`src/rtl/tia_frame_capture_pkg.sv`:
```
// Shared constants and types for the Atari video path.
// The frame-capture stage and the VGA scan-out stage both use these, so the
// frame-buffer geometry is defined in one place.
package tia_frame_capture_pkg;

  localparam int unsigned FB_WIDTH  = 160;  // visible pixels per stored line
  localparam int unsigned FB_HEIGHT = 240;  // maximum stored lines per frame
  localparam int unsigned FB_ADDR_W = 16;   // frame-buffer address width
  localparam int unsigned COLOR_W   = 7;    // TIA colour index width

  // Capture state: wait for a first vsync, sit in sync, then capture lines.
  typedef enum logic [1:0] {
    StWaitVs,
    StSync,
    StActive
  } cap_state_e;

endpackage

```
`src/rtl/tia_frame_capture_sync_edge_detect.sv`:
```
// Registers a sync level once and flags its rising and falling edges.
// The edge pulses compare the live input against the registered copy, so
// they are combinational and line up with the sample that caused them.
//
// Ports:
//   clk_i   - system clock
//   rst_ni  - asynchronous active-low reset
//   level_i - sync level input
//   rise_o  - level_i is 1 now and was 0 on the previous cycle
//   fall_o  - level_i is 0 now and was 1 on the previous cycle
module tia_frame_capture_sync_edge_detect (
  input  logic clk_i,
  input  logic rst_ni,
  input  logic level_i,
  output logic rise_o,
  output logic fall_o
);

  logic level_q;
  logic level_d;

  assign level_d = level_i;

  always_ff @(posedge clk_i or negedge rst_ni) begin
    if (!rst_ni) begin
      level_q <= 1'b0;
    end else begin
      level_q <= level_d;
    end
  end

  assign rise_o = level_i & ~level_q;
  assign fall_o = ~level_i & level_q;

endmodule

```
`src/rtl/tia_frame_capture.sv`:
```
// Captures the TIA pixel stream into the shared frame buffer.
// Each accepted pixel produces one write at y*WIDTH + x, one cycle after it is
// sampled. Frame boundaries come from vsync; lines advance on hsync only when
// the line actually stored something, so blank lines do not consume rows.
//
// Ports:
//   clk, rst_n                - clock, asynchronous active-low reset
//   pix_valid, pix_color      - one strobe per TIA colour clock, colour index
//   tia_hsync/vsync/vblank    - TIA sync and blank levels
//   wr_en, wr_addr, wr_data   - frame-buffer write port
//   frame_done                - one-cycle pulse at the end of each frame
//   frame_lines               - lines captured in the last completed frame
//   overflow                  - sticky per frame: a pixel or line did not fit
module tia_frame_capture
  import tia_frame_capture_pkg::*;
#(
  parameter int unsigned WIDTH  = FB_WIDTH,
  parameter int unsigned HEIGHT = FB_HEIGHT,
  parameter int unsigned ADDR_W = FB_ADDR_W
) (
  input  logic               clk,
  input  logic               rst_n,
  input  logic               pix_valid,
  input  logic [COLOR_W-1:0] pix_color,
  input  logic               tia_hsync,
  input  logic               tia_vsync,
  input  logic               tia_vblank,
  output logic               wr_en,
  output logic [ADDR_W-1:0]  wr_addr,
  output logic [COLOR_W-1:0] wr_data,
  output logic               frame_done,
  output logic [7:0]         frame_lines,
  output logic               overflow
);

  localparam int unsigned XW = $clog2(WIDTH + 1);
  localparam int unsigned YW = $clog2(HEIGHT + 1);
  localparam int unsigned SW = YW + 1;

  logic hs_rise, hs_fall, vs_rise, vs_fall;
  logic unused_hs_fall;

  tia_frame_capture_sync_edge_detect u_hs_edge (
    .clk_i  (clk),
    .rst_ni (rst_n),
    .level_i(tia_hsync),
    .rise_o (hs_rise),
    .fall_o (hs_fall)
  );

  tia_frame_capture_sync_edge_detect u_vs_edge (
    .clk_i  (clk),
    .rst_ni (rst_n),
    .level_i(tia_vsync),
    .rise_o (vs_rise),
    .fall_o (vs_fall)
  );

  assign unused_hs_fall = hs_fall;

  cap_state_e         state_q, state_d;
  logic [XW-1:0]      x_q, x_d;
  logic [YW-1:0]      y_q, y_d;
  logic [ADDR_W-1:0]  base_q, base_d;  // always y_q * WIDTH
  logic               line_used_q, line_used_d;
  logic               wr_en_q, wr_en_d;
  logic [ADDR_W-1:0]  wr_addr_q, wr_addr_d;
  logic [COLOR_W-1:0] wr_data_q, wr_data_d;
  logic               frame_done_q, frame_done_d;
  logic [7:0]         frame_lines_q, frame_lines_d;
  logic               overflow_q, overflow_d;
  logic [SW-1:0]      lines_sum;

  always_comb begin
    state_d       = state_q;
    x_d           = x_q;
    y_d           = y_q;
    base_d        = base_q;
    line_used_d   = line_used_q;
    wr_en_d       = 1'b0;
    wr_addr_d     = wr_addr_q;
    wr_data_d     = wr_data_q;
    frame_done_d  = 1'b0;
    frame_lines_d = frame_lines_q;
    overflow_d    = overflow_q;
    lines_sum     = {1'b0, y_q} + SW'(line_used_q);

    unique case (state_q)
      StWaitVs: begin
        if (vs_rise) state_d = StSync;
      end
      StSync: begin
        if (vs_fall) begin
          state_d     = StActive;
          x_d         = '0;
          y_d         = '0;
          base_d      = '0;
          line_used_d = 1'b0;
          overflow_d  = 1'b0;
        end
      end
      StActive: begin
        if (vs_rise) begin
          // A pixel arriving with the vsync rise is dropped.
          state_d      = StSync;
          frame_done_d = 1'b1;
          frame_lines_d = (lines_sum > SW'(HEIGHT)) ? 8'(HEIGHT) : 8'(lines_sum);
        end else begin
          if (pix_valid && !tia_vblank) begin
            if ((x_q < XW'(WIDTH)) && (y_q < YW'(HEIGHT))) begin
              wr_en_d     = 1'b1;
              wr_addr_d   = base_q + ADDR_W'(x_q);
              wr_data_d   = pix_color;
              x_d         = x_q + XW'(1);
              line_used_d = 1'b1;
            end else begin
              overflow_d = 1'b1;
            end
          end
          // Uses line_used_d so a pixel on the hsync-rise cycle counts for the
          // line it closes.
          if (hs_rise) begin
            x_d = '0;
            if (line_used_d) begin
              if (y_q < YW'(HEIGHT)) begin
                y_d    = y_q + YW'(1);
                base_d = base_q + ADDR_W'(WIDTH);
              end
              line_used_d = 1'b0;
            end
          end
        end
      end
      default: state_d = StWaitVs;
    endcase
  end

  always_ff @(posedge clk or negedge rst_n) begin
    if (!rst_n) begin
      state_q       <= StWaitVs;
      x_q           <= '0;
      y_q           <= '0;
      base_q        <= '0;
      line_used_q   <= 1'b0;
      wr_en_q       <= 1'b0;
      wr_addr_q     <= '0;
      wr_data_q     <= '0;
      frame_done_q  <= 1'b0;
      frame_lines_q <= '0;
      overflow_q    <= 1'b0;
    end else begin
      state_q       <= state_d;
      x_q           <= x_d;
      y_q           <= y_d;
      base_q        <= base_d;
      line_used_q   <= line_used_d;
      wr_en_q       <= wr_en_d;
      wr_addr_q     <= wr_addr_d;
      wr_data_q     <= wr_data_d;
      frame_done_q  <= frame_done_d;
      frame_lines_q <= frame_lines_d;
      overflow_q    <= overflow_d;
    end
  end

  assign wr_en       = wr_en_q;
  assign wr_addr     = wr_addr_q;
  assign wr_data     = wr_data_q;
  assign frame_done  = frame_done_q;
  assign frame_lines = frame_lines_q;
  assign overflow    = overflow_q;

endmodule

```
`config.mk`:
```
export PLATFORM = sky130hd
export DESIGN_NAME = tia_frame_capture
export DESIGN_NICKNAME = d
export VERILOG_FILES = /design/src/rtl/tia_frame_capture_pkg.sv /design/src/rtl/tia_frame_capture_sync_edge_detect.sv /design/src/rtl/tia_frame_capture.sv
export SDC_FILE = /design/constraint.sdc
export NUM_CORES = 1
export LEC_CHECK = 0
export ABC_AREA = 1
export BUFFER_PORTS_ARGS = -buffer_cell sky130_fd_sc_hd__buf_2
export CORE_MARGIN = 8
export CORE_UTILIZATION = 63
export CTS_BUF_LIST = sky130_fd_sc_hd__clkbuf_8
export CTS_CLUSTER_SIZE = 25
export DETAILED_ROUTE_END_ITERATION = 10
export PLACE_DENSITY = 0.86
export SLEW_MARGIN = 40
export SYNTH_ARGS = -nofsm -noshare
export SYNTH_HDL_FRONTEND = slang
export SYNTH_SLANG_ARGS = --single-unit
```
`constraint.sdc`:
```
create_clock -name clk -period 2.6 [get_ports clk]
set_input_delay 0.52 -clock clk [delete_from_list [all_inputs] [get_ports clk]]
set_output_delay 0.52 -clock clk [all_outputs]
set_load 0.05 [all_outputs]
```
# ---- Word level (Yosys, flattened, before mapping)
# Cells that the tools add are included.
dict set report word_totals {
  regBits 71
  latch_bits 0
  ram_bits 0
  romBits 0
  inputBits 13
  output_inout_bits 34
  word_cells 92
  mem_count 0
}
dict set report op_classes {
  add_sub_neg 5
  n_mul 0
  div 0
  n_lt_le_gt_ge 3
  n_eq_ne 12
  shift 0
  n_mux 39
  bitwise_logic 7
  n_reduce_logical 13
}
# op count
set op_table {}
lappend op_table {{16-bit 2-to-1 mux} 5}
lappend op_table {{8-bit 2-to-1 mux} 10}
lappend op_table {{16-bit case mux with 2 select lines} 1}
lappend op_table {{8-bit case mux with 2 select lines} 2}
lappend op_table {{16-bit by 8-bit adder with 16-bit output} 1}
lappend op_table {{16-bit by 8-bit adder with 16-bit output (second input constant)} 1}
lappend op_table {{8-bit by 1-bit adder with 8-bit output (second input constant)} 2}
lappend op_table {{8-bit < comparator (second input constant)} 2}
lappend op_table {{1-bit 2-to-1 mux} 16}
lappend op_table {{2-bit != test (second input constant)} 6}
lappend op_table {{5-bit AND reduction} 2}
lappend op_table {{8-bit by 1-bit adder with 9-bit output} 1}
lappend op_table {{9-bit by 8-bit > comparator with 1-bit output (second input constant)} 1}
lappend op_table {{3-bit != test (second input constant)} 2}
lappend op_table {{6-bit AND reduction} 1}
lappend op_table {{2-bit 2-to-1 mux} 2}
lappend op_table {{2-bit by 1-bit != test with 1-bit output (second input constant)} 2}
lappend op_table {{1-bit NOT} 4}
lappend op_table {{1-bit case mux with 2 select lines} 2}
lappend op_table {{2-bit case mux with 2 select lines} 1}
lappend op_table {{2-bit AND reduction} 2}
lappend op_table {{4-bit AND reduction} 1}
lappend op_table {{1-bit AND} 3}
lappend op_table {{3-bit AND reduction} 1}
lappend op_table {{other kinds (7)} 8}

# ---- Depth between registers and ports, before layout
# Gate-level depths: netlist (run 1).
dict set report depth {
  ltp_word 10
  depth_mapped 11
  mapped_depth_nobuf 10
}

# ---- Hierarchy
# Synthesis (run 1) repeated with hierarchy kept, for this count alone.
dict set report unflattened {
  hier_cells 477
  hier_area_um2 3699.8
}
# module n_inst cells_per_inst area_each_um2 seq_area_each_um2
set modules_own_cells {}
lappend modules_own_cells {tia_frame_capture 1 467 3619.7 1601.5}
lappend modules_own_cells {tia_frame_capture_sync_edge_detect 2 5 40.0 25.0}

# ---- Least setup slack after synthesis (run 1)
# Ideal clock, no wire load.
dict set report synth_timing {
  path_kind {input -> register}
  startpoint {in tia_vsync}
  endpoint {reg base_q[11]}
  setup_time_ps 117
  arrival_time_ps 1443
  required_time_ps 2483
  setup_slack_ps 1040
  cell_stages 10
  path_buffers 1
  cell_sequence {inv_1 > nor2_1 > nor2_2 > nor2_1 > nor2_4 > nand3_4 > inv_2 > buf_6 > nand2_1 > nand2_1}
}
dict set report synth_between {
  elab_chain_len 4
  word_cells_on_any_way 6
  cone_classes {2 x eq/ne; 3 x bitwise; 1 x reduce/logical}
}
# element line
set synth_rtl {}
lappend synth_rtl {{start, declared} tia_frame_capture.sv:26} ;# input logic tia_vsync,
lappend synth_rtl {{1-bit NOT} tia_frame_capture_sync_edge_detect.sv:33} ;# assign fall_o = ~level_i & level_q;
lappend synth_rtl {{1-bit AND} tia_frame_capture_sync_edge_detect.sv:33}
lappend synth_rtl {{2-bit by 1-bit != test with 1-bit output (no line)} --}
lappend synth_rtl {{6-bit AND reduction (no line) (*)} --}
lappend synth_rtl {{end signal, assigned} tia_frame_capture.sv:155} ;# base_q <= base_d;
lappend synth_rtl {{end, declared} tia_frame_capture.sv:64} ;# logic [ADDR_W-1:0] base_q, base_d;
# Mark *: on every way between the ends. The rest lies on a longest branch, timed or not.
# A chain may end at the register's enable or synchronous reset.

# ---- Worst setup path in the final report (run 1)
dict set report layout_timing {
  startpoint {reg state_q[0]}
  endpoint {reg base_q[7]}
}
dict set report layout_between {
  elab_chain_len 3
  word_cells_on_any_way 10
  cone_classes {7 x eq/ne; 1 x mux; 2 x reduce/logical}
}
# element line
set layout_rtl {}
lappend layout_rtl {{start, declared} tia_frame_capture.sv:61} ;# cap_state_e state_q, state_d;
lappend layout_rtl {{start signal, assigned} tia_frame_capture.sv:140} ;# state_q <= StWaitVs;
lappend layout_rtl {{start signal, assigned} tia_frame_capture.sv:152} ;# state_q <= state_d;
lappend layout_rtl {{2-bit equality test / 2-bit by 1-bit equality test with 1-bit output (equally long branches)} tia_frame_capture.sv:88} ;# unique case (state_q)
lappend layout_rtl {{2-bit != test (no line), or another cell as far along} --}
lappend layout_rtl {{6-bit AND reduction (no line)} --}
# Several ways; a longest one is shown, not always the timed one.

==> flow_summary_export.csv, run 1 <==
group,metric,value,unit
clock_network,clockBufferDepth,2,
clock_network,cts_hold_buf,0,
synthesis,ys_warn_count,0,
worst_setup_path,startpoint_type,"register",
layout,fin_area,3930,um^2
layout,n_antenna_cell,0,
synthesis,synth-seq-cells,66,
clock_network,cts_setup_buffers,0,
floorplan,start_util,0.639,
layout,register_area,1650,um^2
placement,place_inst,548,
layout,finalNetCount,508,
synthesis,seq_area_frac_synth,0.478,
synthesis,synth_commonest_cells,"nand2_1, dfrtp_1, nor2_1",
layout,fin_cells,564,
floorplan,fp.dieW,90.1,um
worst_setup_path,crit_required,2.87,ns
worst_setup_path,timing.rr.start,"state_q[0]$_DFFE_PN0P_",
clock_network,clk_latency,0.34,ns
layout,drive_gt1_frac,0.175,
pwr,seqPwrFrac,0.409,
synthesis,post_synth_num_cell_types,31,
worst_setup_path,critPathKind,"register to register",
synthesis,synth.largest_area_cell,"dfrtp_1",
layout,area_delta_synth_final,13.6,%
detailed_routing,viasPerCell,5.34,
detailed_routing,drt-total-wl,7.45,mm
min_path,worstHoldPathType,"input pin to async pin",
sta,tightest_slew,0.560,ns
sta,fmaxAchievable,472,MHz
worst_setup_path,cp-startpoint,"state_q[0]$_DFFE_PN0P_",
floorplan,die_y,90.1,um
pwr,p_int,1.91,mW
floorplan,ioPinCount,47,
worst_setup_path,critPathMaxFanout,26,
pwr,leakage,2.04,nW
grt,gr-usage-all-layers,0.192,
layout,multiInputGateArea,1570,um^2
clock_network,clkSlewWorstSetupHoldPaths,0.07,ns
floorplan,rows,27,
worst_setup_path,reg2reg_depth,9,
worst_setup_path,critPathArrivalTime,2.39,ns
outcome,status,"finished, final reports clean",
pwr,switchingPower,1.32,mW
worst_setup_path,endpoint,"base_q[7]$_DFFE_PN0P_",
synthesis,synth_ff_type,"dfrtp_1",
sta,fin_ws,0.482,ns
detailed_routing,drc,0,
synthesis,syn_inst,441,
grt,grt_pass1_wl,13.1,mm
layout,n_fill_cell,437,
sta,fin_worst_skew,0.00908,ns
grt,antenna_found_initial,0,
synthesis,yosysTopAreaCellShare,0.478,
worst_setup_path,r2r_end,"base_q[7]$_DFFE_PN0P_",
synthesis,synth_area,3450,um^2
clock_network,cts_sinks,66,
placement,place_ws,0.528,ns
floorplan,coreArea,5410,um^2
pwr,netSwitchingFraction,0.408,
clock_network,cts_root_buffer,"clkbuf_8",
detailed_routing,drtPass1Iterations,5,
synthesis,synth_most_common_cell,"nand2_1",
sta,slew_headroom,0.627,
sta,slew_violations,0,
placement,placed_cell_area,3720,um^2
worst_setup_path,rrSetupSlack,0.48,ns
sta,rsz0062_at_grt,"false",
flow_run,maxCapViolCount,0,
pwr,cellPowerDensity,823,nW/um^2
clock_network,ctsResizeCount,0,
detailed_routing,initialDrtViolationCount,174,
grt,first_global_vias,3002,
synthesis,synth_edf_count,0,
clock_network,h-tree-depth,3,
grt,grt-ovfl-total,0,
placement,dp_hpwl,5.37,mm
pwr,pwr-share-comb,0.323,
sta,setup_violations,0,
placement,gp_congestion,0.851,
synthesis,synth.area.top_cells,"dfrtp_1, nand2_1, nor2_1",
synthesis,synth_nets,462,
placement,io_buffer_count,46,
clock_network,cts_tree,"done",
grt,grt_max_degree,43,
sta,min_period_over_period,0.815,
detailed_routing,wl_per_cell,13.2,um
sta,period_needed,2.12,ns
pwr,p_clk_frac,0.268,
synthesis,avgSynthCellArea,7.83,um^2
detailed_routing,dr_total_vias,3014,
clock_network,numCtsBuffers,9,
worst_setup_path,cp-end-kind,"register",
sta,setup_tns,0,ns
floorplan,die_area,8110,um^2
pwr,ir_worst_vdd,0.000581,V
detailed_routing,drt.antenna.violating_nets,0,
sta,hold_viol,0,
synthesis,async_reset_ff_frac,1.00,
[area by class of cell]
cell class                      count  share of cell area
Sequential cell                    66               0.421
Multi-Input combinational cell    322               0.400
Timing Repair Buffer               48              0.0657
Inverter                           40              0.0383
Clock buffer                       10              0.0351
Tap cell                           72              0.0230
Clock inverter                      6              0.0169
[critical path, stage by stage (launching register included)]
cell,delay (ns)
dfrtp_1,0.42
nor2_4,0.24
inv_2,0.24
nor2_2,0.16
nor2_1,0.10
nor2_4,0.15
nand3_4,0.27
inv_2,0.29
nand2_1,0.09
nand2_1,0.09
[cells in the final DEF (no fill, tap or decap), types with 3 or more instances in the layout]
cell	n
nor2_1	46
clkbuf_8	10
ha_1	8
nor2_2	3
nand4_1	3
clkinvlp_4	3
inv_1	33
or2_2	3
nand2_1	158
xor2_1	14
o21ai_0	11
nor3_1	6
xnor2_1	4
nor2_4	4
dfrtp_1	66
o21ai_1	18
buf_2	46
a21oi_1	9
nand3_1	25
inv_2	6
[registers in the layout (all words and copies together) (netlist names)]
| signal | cells |
|---|---|
| overflow | 1 |
| line_used_q | 1 |
| wr_en | 1 |
| state_q | 2 |
| wr_data | 7 |
| u_vs_edge.level_q | 1 |
| y_q | 8 |
| x_q | 8 |
| wr_addr | 16 |
| u_hs_edge.level_q | 1 |
| frame_done | 1 |
| frame_lines | 8 |
| base_q | 11 |
[metal layers]
layer,wire length (um),share of wire,GRT usage
met1,3280,0.44,0.220
met5,0,0,0
met2,3750,0.50,0.337
met3,311,0.042,0.0416
met4,106,0.014,0.0846
[power by group through the flow]
stage	clock, mW	combinational [mW]	sequential (mW)
2_1_floorplan	0	0.403	1.73
3_3_place_gp	0	1.01	1.32
3_5_place_dp	0	1.04	1.34
4_1_cts	0.876	1.05	1.32
5_1_grt	0.915	1.13	1.34
6_report	0.865	1.04	1.32
[worst min path at each step]
stage | start | endpoint | slack, ns | depth (start not counted)
floorplan | rst_n | base_q[10]$_DFFE_PN0P_ | 0.22 | 0
global placement | wr_data[4]$_DFFE_PN0P_ | wr_data[4]$_DFFE_PN0P_ | 0.45 | 2
detailed placement | wr_data[2]$_DFFE_PN0P_ | wr_data[2]$_DFFE_PN0P_ | 0.46 | 2
CTS | rst_n | wr_addr[2]$_DFFE_PN0P_ | 0.17 | 1
global route | rst_n | wr_addr[4]$_DFFE_PN0P_ | 0.20 | 1
finish | rst_n | wr_addr[2]$_DFFE_PN0P_ | 0.17 | 1
[logic make-up after synthesis]
family	after synthesis	synth area share
fa+ha+maj	8	0.0290
simple gates	253	0.315
xor+xnor	18	0.0456
flops	66	0.478
compound gates	43	0.0656
buf+inv	53	0.0670
[stage by stage]
| step | total power, mW | hold slack, ns | utilization |
|---|---|---|---|
| floorplan | 2.13 | 0.224 | - |
| global placement | 2.34 | 0.448 | 0.688 |
| detailed placement | 2.38 | 0.457 | 0.688 |
| CTS | 3.25 | 0.173 | 0.726 |
| global route | 3.39 | 0.204 | 0.726 |
| finish | 3.23 | 0.168 | 0.726 |
No activity file was read; power rests on OpenSTA's default activity.
==> inputs of run 2 (changes only) <==
- CORE_UTILIZATION: 63 -> 60
- PLACE_DENSITY: 0.86 -> 0.83
- clock period: 2.6 -> 2.08 ns (I/O delays scaled with it)
==> run 2 against run 1 <==
Effect of this change:
- worst hold slack lost 0.10 ns
- global-route usage down 0.98 points
- final cell count grew 0.35%
- critical path depth stayed put
- clock power increased by 18%
- combinational power rose by 26%
- sequential power rose by 24%
- cell area is essentially flat
- non-clock buffer count is 3 higher
- setup slack got worse by 0.16 ns
- register-to-register slack worse by 0.16 ns
- critical endpoint is now wr_addr[8]$_DFFE_PN0P_
==> flow_summary_export.csv, run 2 (synthesized netlist as in run 1, its figures left out) <==
group,metric,value,unit
sta,timing.hold.ws,0.0651,ns
layout,layout_commonest_cell,"nand2_1",
grt,antenna_found_initial,0,
detailed_routing,drt.antenna.violating_nets,0,
clock_network,numCtsBuffers,9,
worst_setup_path,worstPathCellList,"nand2_1 > inv_2 > nand3_2 > nand3_2 > nor2_2 > inv_2 > nor2_1 > o21ai_0 > nand2_1",
grt,grt-ovfl-total,0,
worst_setup_path,cp_slowest_cell,"dfrtp_1",
layout,final_cell_mix,"nand2_1, dfrtp_1, nor2_1, buf_2, inv_1",
worst_setup_path,crit_required,2.29,ns
sta,fmaxAchievable,569,MHz
placement,io_buffer_count,46,
min_path,worstHoldPathType,"input pin to async pin",
clock_network,cts_root_buffer,"clkbuf_8",
pwr,leakage,2.06,nW
clock_network,clockBufferDepth,2,
grt,first_global_vias,2840,
worst_setup_path,reg2reg_depth,9,
worst_setup_path,rrSetupSlack,0.32,ns
layout,largest_reg_flops,16,
worst_setup_path,critPathMaxFanout,32,
sta,slew_violations,0,
detailed_routing,initialDrtViolationCount,141,
sta,setup_violations,0,
clock_network,clkSlewWorstSetupHoldPaths,0.07,ns
worst_setup_path,critPathArrivalTime,1.97,ns
worst_setup_path,cp.buffers_inverters,2,
sta,rsz0062_at_grt,"false",
worst_setup_path,cp-end-kind,"register",
floorplan,fp.dieW,91.9,um
layout,n_antenna_cell,0,
placement,dp_hpwl,5.19,mm
sta,slew_headroom,0.618,
clock_network,cts_setup_buffers,0,
sta,hold_viol,0,
layout,finalNetCount,511,
outcome,status,"finished, final reports clean",
detailed_routing,drtPass1Iterations,4,
sta,fin_worst_skew,0.00805,ns
floorplan,die_area,8440,um^2
flow_run,maxCapViolCount,0,
placement,place_ws,0.277,ns
layout,area_delta_synth_final,13.7,%
worst_setup_path,critPathKind,"register to register",
clock_network,cts_sinks,66,
detailed_routing,drt-total-wl,7.31,mm
placement,gp_congestion,0.853,
clock_network,cts_hold_buf,0,
pwr,cellPowerDensity,1010,nW/um^2
floorplan,coreArea,5540,um^2
floorplan,ioPinCount,47,
floorplan,rows,27,
worst_setup_path,slowest_delay,0.47,ns
clock_network,cts_tree,"done",
sta,tightest_slew,0.574,ns
sta,min_period_over_period,0.845,
floorplan,start_util,0.624,
worst_setup_path,timing.rr.start,"y_q[6]$_DFFE_PN0P_",
sta,fin_ws,0.322,ns
detailed_routing,dr_total_vias,2935,
detailed_routing,wl_per_cell,12.9,um
worst_setup_path,crit_family,"simple AND/OR/NAND/NOR gates",
floorplan,die_y,91.9,um
detailed_routing,drc,0,
worst_setup_path,r2r_end,"wr_addr[8]$_DFFE_PN0P_",
sta,period_needed,1.76,ns
layout,drive_gt1_frac,0.174,
grt,grt_max_degree,43,
clock_network,h-tree-depth,3,
grt,grt_pass1_wl,12.9,mm
sta,setup_tns,0,ns
detailed_routing,viasPerCell,5.19,
worst_setup_path,startpoint_type,"register",
layout,n_fill_cell,428,
clock_network,clk_latency,0.34,ns
grt,gr-usage-all-layers,0.183,
pwr,ir_worst_vdd,0.000705,V
clock_network,ctsResizeCount,0,
## run 2: worst max-delay path by stage
stage	startpoint	to	slack, ns	cells past startpoint
floorplan	y_q[0]$_DFFE_PN0P_	frame_lines[0]$_DFFE_PN0P_	0.57	8
global placement	tia_vsync	base_q[6]$_DFFE_PN0P_	0.39	10
detailed placement	tia_vsync	base_q[6]$_DFFE_PN0P_	0.28	10
CTS	y_q[6]$_DFFE_PN0P_	wr_addr[8]$_DFFE_PN0P_	0.34	9
global route	y_q[6]$_DFFE_PN0P_	wr_addr[8]$_DFFE_PN0P_	0.17	9
finish	y_q[6]$_DFFE_PN0P_	wr_addr[8]$_DFFE_PN0P_	0.32	9
## run 2: through the flow
stage | cells | total power, mW | instance area (um^2) | util
detailed placement | 551 | 2.99 | 3740 | 0.676
finish | 566 | 3.98 | 3930 | 0.709
CTS | 566 | 4.02 | 3930 | 0.709
global placement | 551 | 2.95 | 3740 | 0.676
floorplan | 441 | 2.67 | 3450 | -
global route | 566 | 4.20 | 3930 | 0.709
## run 2: cell type report
class / instances / area (um^2) / share of cell area
Inverter: 40 / 150 / 0.0382
Clock inverter: 5 / 47.5 / 0.0121
Timing Repair Buffer: 51 / 280 / 0.0713
Clock buffer: 10 / 138 / 0.0350
Sequential cell: 66 / 1650 / 0.420
Multi-Input combinational cell: 322 / 1570 / 0.400
Tap cell: 72 / 90.1 / 0.0229
## run 2: metal layers
| metal | wire (um) | track usage |
|---|---|---|
| met5 | 0 | 0 |
| met4 | 179 | 0.0685 |
| met3 | 411 | 0.0489 |
| met2 | 3410 | 0.306 |
| met1 | 3300 | 0.220 |
## run 2: power by group
part           switching [mW]  internal (mW)  leakage, nW
logic                   0.986          0.328         1.06
clock network           0.455          0.567        0.105
registers               0.150           1.49        0.894
==> inputs of run 3 (changes only) <==
- clock period: 2.08 -> 1.8 ns (I/O delays scaled with it)
==> run 3 against run 2 <==
Effect of this change:
- power rose by 21%
- largest cell class unchanged
- highest routed layer unchanged
- sequential cell count is the same
- final cell count up 0.53%
- non-clock buffer count is 3 higher
- setup slack worse by 0.18 ns
- critical endpoint is now frame_lines[2]$_DFFE_PN0P_
- fmax increased by 6.3%
==> flow_summary_export.csv, run 3 (synthesized netlist as in run 1, its figures left out) <==
group,metric,value,unit
outcome,status,"finished, final reports clean",
sta,setup_tns,0,ns
placement,place_ws,0.0854,ns
grt,grt_pass1_wl,13.3,mm
pwr,leakage,2.09,nW
layout,fin_area,4000,um^2
worst_setup_path,critPathMaxFanout,5,
layout,largest_reg_flops,16,
grt,antenna_found_initial,0,
sta,slew_headroom,0.770,
grt,gr-usage-all-layers,0.191,
floorplan,rows,27,
clock_network,h-tree-depth,3,
detailed_routing,initialDrtViolationCount,159,
detailed_routing,drc,0,
layout,fin_cells,569,
sta,tightest_slew,0.344,ns
pwr,seqPwrFrac,0.392,
pwr,pwr-share-comb,0.322,
worst_setup_path,reg2reg_depth,8,
layout,multiInputGateArea,1580,um^2
grt,grt_max_degree,67,
floorplan,die_area,8440,um^2
clock_network,clkSlewWorstSetupHoldPaths,0.07,ns
clock_network,cts_sinks,66,
sta,setup_violations,0,
worst_setup_path,timing.rr.start,"line_used_q$_DFFE_PN0P_",
pwr,p_clk_frac,0.285,
worst_setup_path,rrSetupSlack,0.15,ns
placement,gp_congestion,0.860,
layout,register_area,1650,um^2
layout,n_fill_cell,432,
layout,layout_commonest_cell,"nand2_1",
worst_setup_path,critPathArrivalTime,1.88,ns
clock_network,clockBufferDepth,2,
worst_setup_path,r2r_end,"frame_lines[2]$_DFFE_PN0P_",
flow_run,maxCapViolCount,0,
worst_setup_path,critPathKind,"register to register",
detailed_routing,dr_total_vias,2929,
detailed_routing,wl_per_cell,13.2,um
sta,fin_worst_skew,0.00656,ns
floorplan,ioPinCount,47,
pwr,p_int,2.97,mW
clock_network,clk_latency,0.33,ns
sta,slew_violations,0,
layout,area_delta_synth_final,15.8,%
pwr,cellPowerDensity,1210,nW/um^2
layout,final_cell_mix,"nand2_1, dfrtp_1, nor2_1, buf_2, inv_1",
worst_setup_path,crit_required,2.02,ns
clock_network,cts_root_buffer,"clkbuf_8",
grt,grt-ovfl-total,0,
placement,dp_hpwl,5.37,mm
pwr,finalPower,4.83,mW
floorplan,die_y,91.9,um
clock_network,cts_tree,"done",
detailed_routing,viasPerCell,5.15,
layout,drive_gt1_frac,0.185,
layout,n_antenna_cell,0,
pwr,switchingPower,1.86,mW
pwr,ir_worst_vdd,0.000798,V
placement,placed_cell_area,3760,um^2
layout,finalNetCount,514,
sta,fin_ws,0.146,ns
sta,period_needed,1.65,ns
floorplan,fp.dieW,91.9,um
clock_network,numCtsBuffers,9,
placement,place_inst,553,
sta,fmaxAchievable,604,MHz
worst_setup_path,cp-end-kind,"register",
worst_setup_path,startpoint_type,"register",
sta,min_period_over_period,0.919,
grt,first_global_vias,2991,
floorplan,start_util,0.624,
min_path,worstHoldPathType,"input pin to async pin",
detailed_routing,drt.antenna.violating_nets,0,
detailed_routing,drt-total-wl,7.48,mm
floorplan,coreArea,5540,um^2
placement,io_buffer_count,46,
pwr,netSwitchingFraction,0.386,
sta,hold_viol,0,
detailed_routing,drtPass1Iterations,4,
[run 3: worst max path at each step]
stage / start / end / slack, ns
after detailed placement: y_q[0]$_DFFE_PN0P_ / frame_lines[3]$_DFFE_PN0P_ / 0.09
after global placement: y_q[0]$_DFFE_PN0P_ / frame_lines[0]$_DFFE_PN0P_ / 0.17
after floorplan: y_q[0]$_DFFE_PN0P_ / frame_lines[0]$_DFFE_PN0P_ / 0.29
final: line_used_q$_DFFE_PN0P_ / frame_lines[2]$_DFFE_PN0P_ / 0.15
after CTS: y_q[0]$_DFFE_PN0P_ / frame_lines[2]$_DFFE_PN0P_ / 0.06
after global routing: line_used_q$_DFFE_PN0P_ / frame_lines[2]$_DFFE_PN0P_ / -0.006
[run 3: power groups by stage]
| stage | clock (mW) | combinational, mW | sequential [mW] |
|---|---|---|---|
| CTS | 1.40 | 1.54 | 1.90 |
| finish | 1.38 | 1.56 | 1.89 |
| floorplan | 0 | 0.582 | 2.50 |
| global route | 1.46 | 1.70 | 1.93 |
| detailed placement | 0 | 1.54 | 1.93 |
| global placement | 0 | 1.51 | 1.91 |
[run 3: stage by stage]
step	hold WS (ns)	utilization
final	0.0397	0.722
after global routing	0.0638	0.722
after CTS	0.0428	0.718
after detailed placement	0.406	0.678
after global placement	0.402	0.678
after floorplan	0.0644	-
[run 3: what timing repair did]
item / 4_1_cts / 5_1_grt
hold buffers: 0 / 0
setup endpoints to repair: 0 / 10
resized for setup: 0 / 6
setup buffers: 0 / 1
[run 3: layout make-up]
type / instances / area share
clock buffers: 11 / 0.0379
multi-input cells: 322 / 0.396
clock inverters: 4 / 0.0169
inverters: 40 / 0.0382
repair buffers: 54 / 0.0757
well taps: 72 / 0.0225
flip-flops and latches: 66 / 0.413
[run 3: worst max-delay path, cell delays in order (launching register included)]
cell and delay [ns]:
dfrtp_1 0.39, ha_1 0.21, ha_2 0.23, nand3_1 0.12, xor2_1 0.19, nor2_1 0.14
nand3_2 0.13, nand3_1 0.09, nand2_1 0.05
[run 3: routing by layer]
metal	global-route usage	vias to the layer above	part of all wire
met2	0.323	56	0.48
met1	0.225	1373	0.46
met3	0.0416	12	0.045
met5	0	-	0
li1	-	1488	-
met4	0.0926	0	0.018
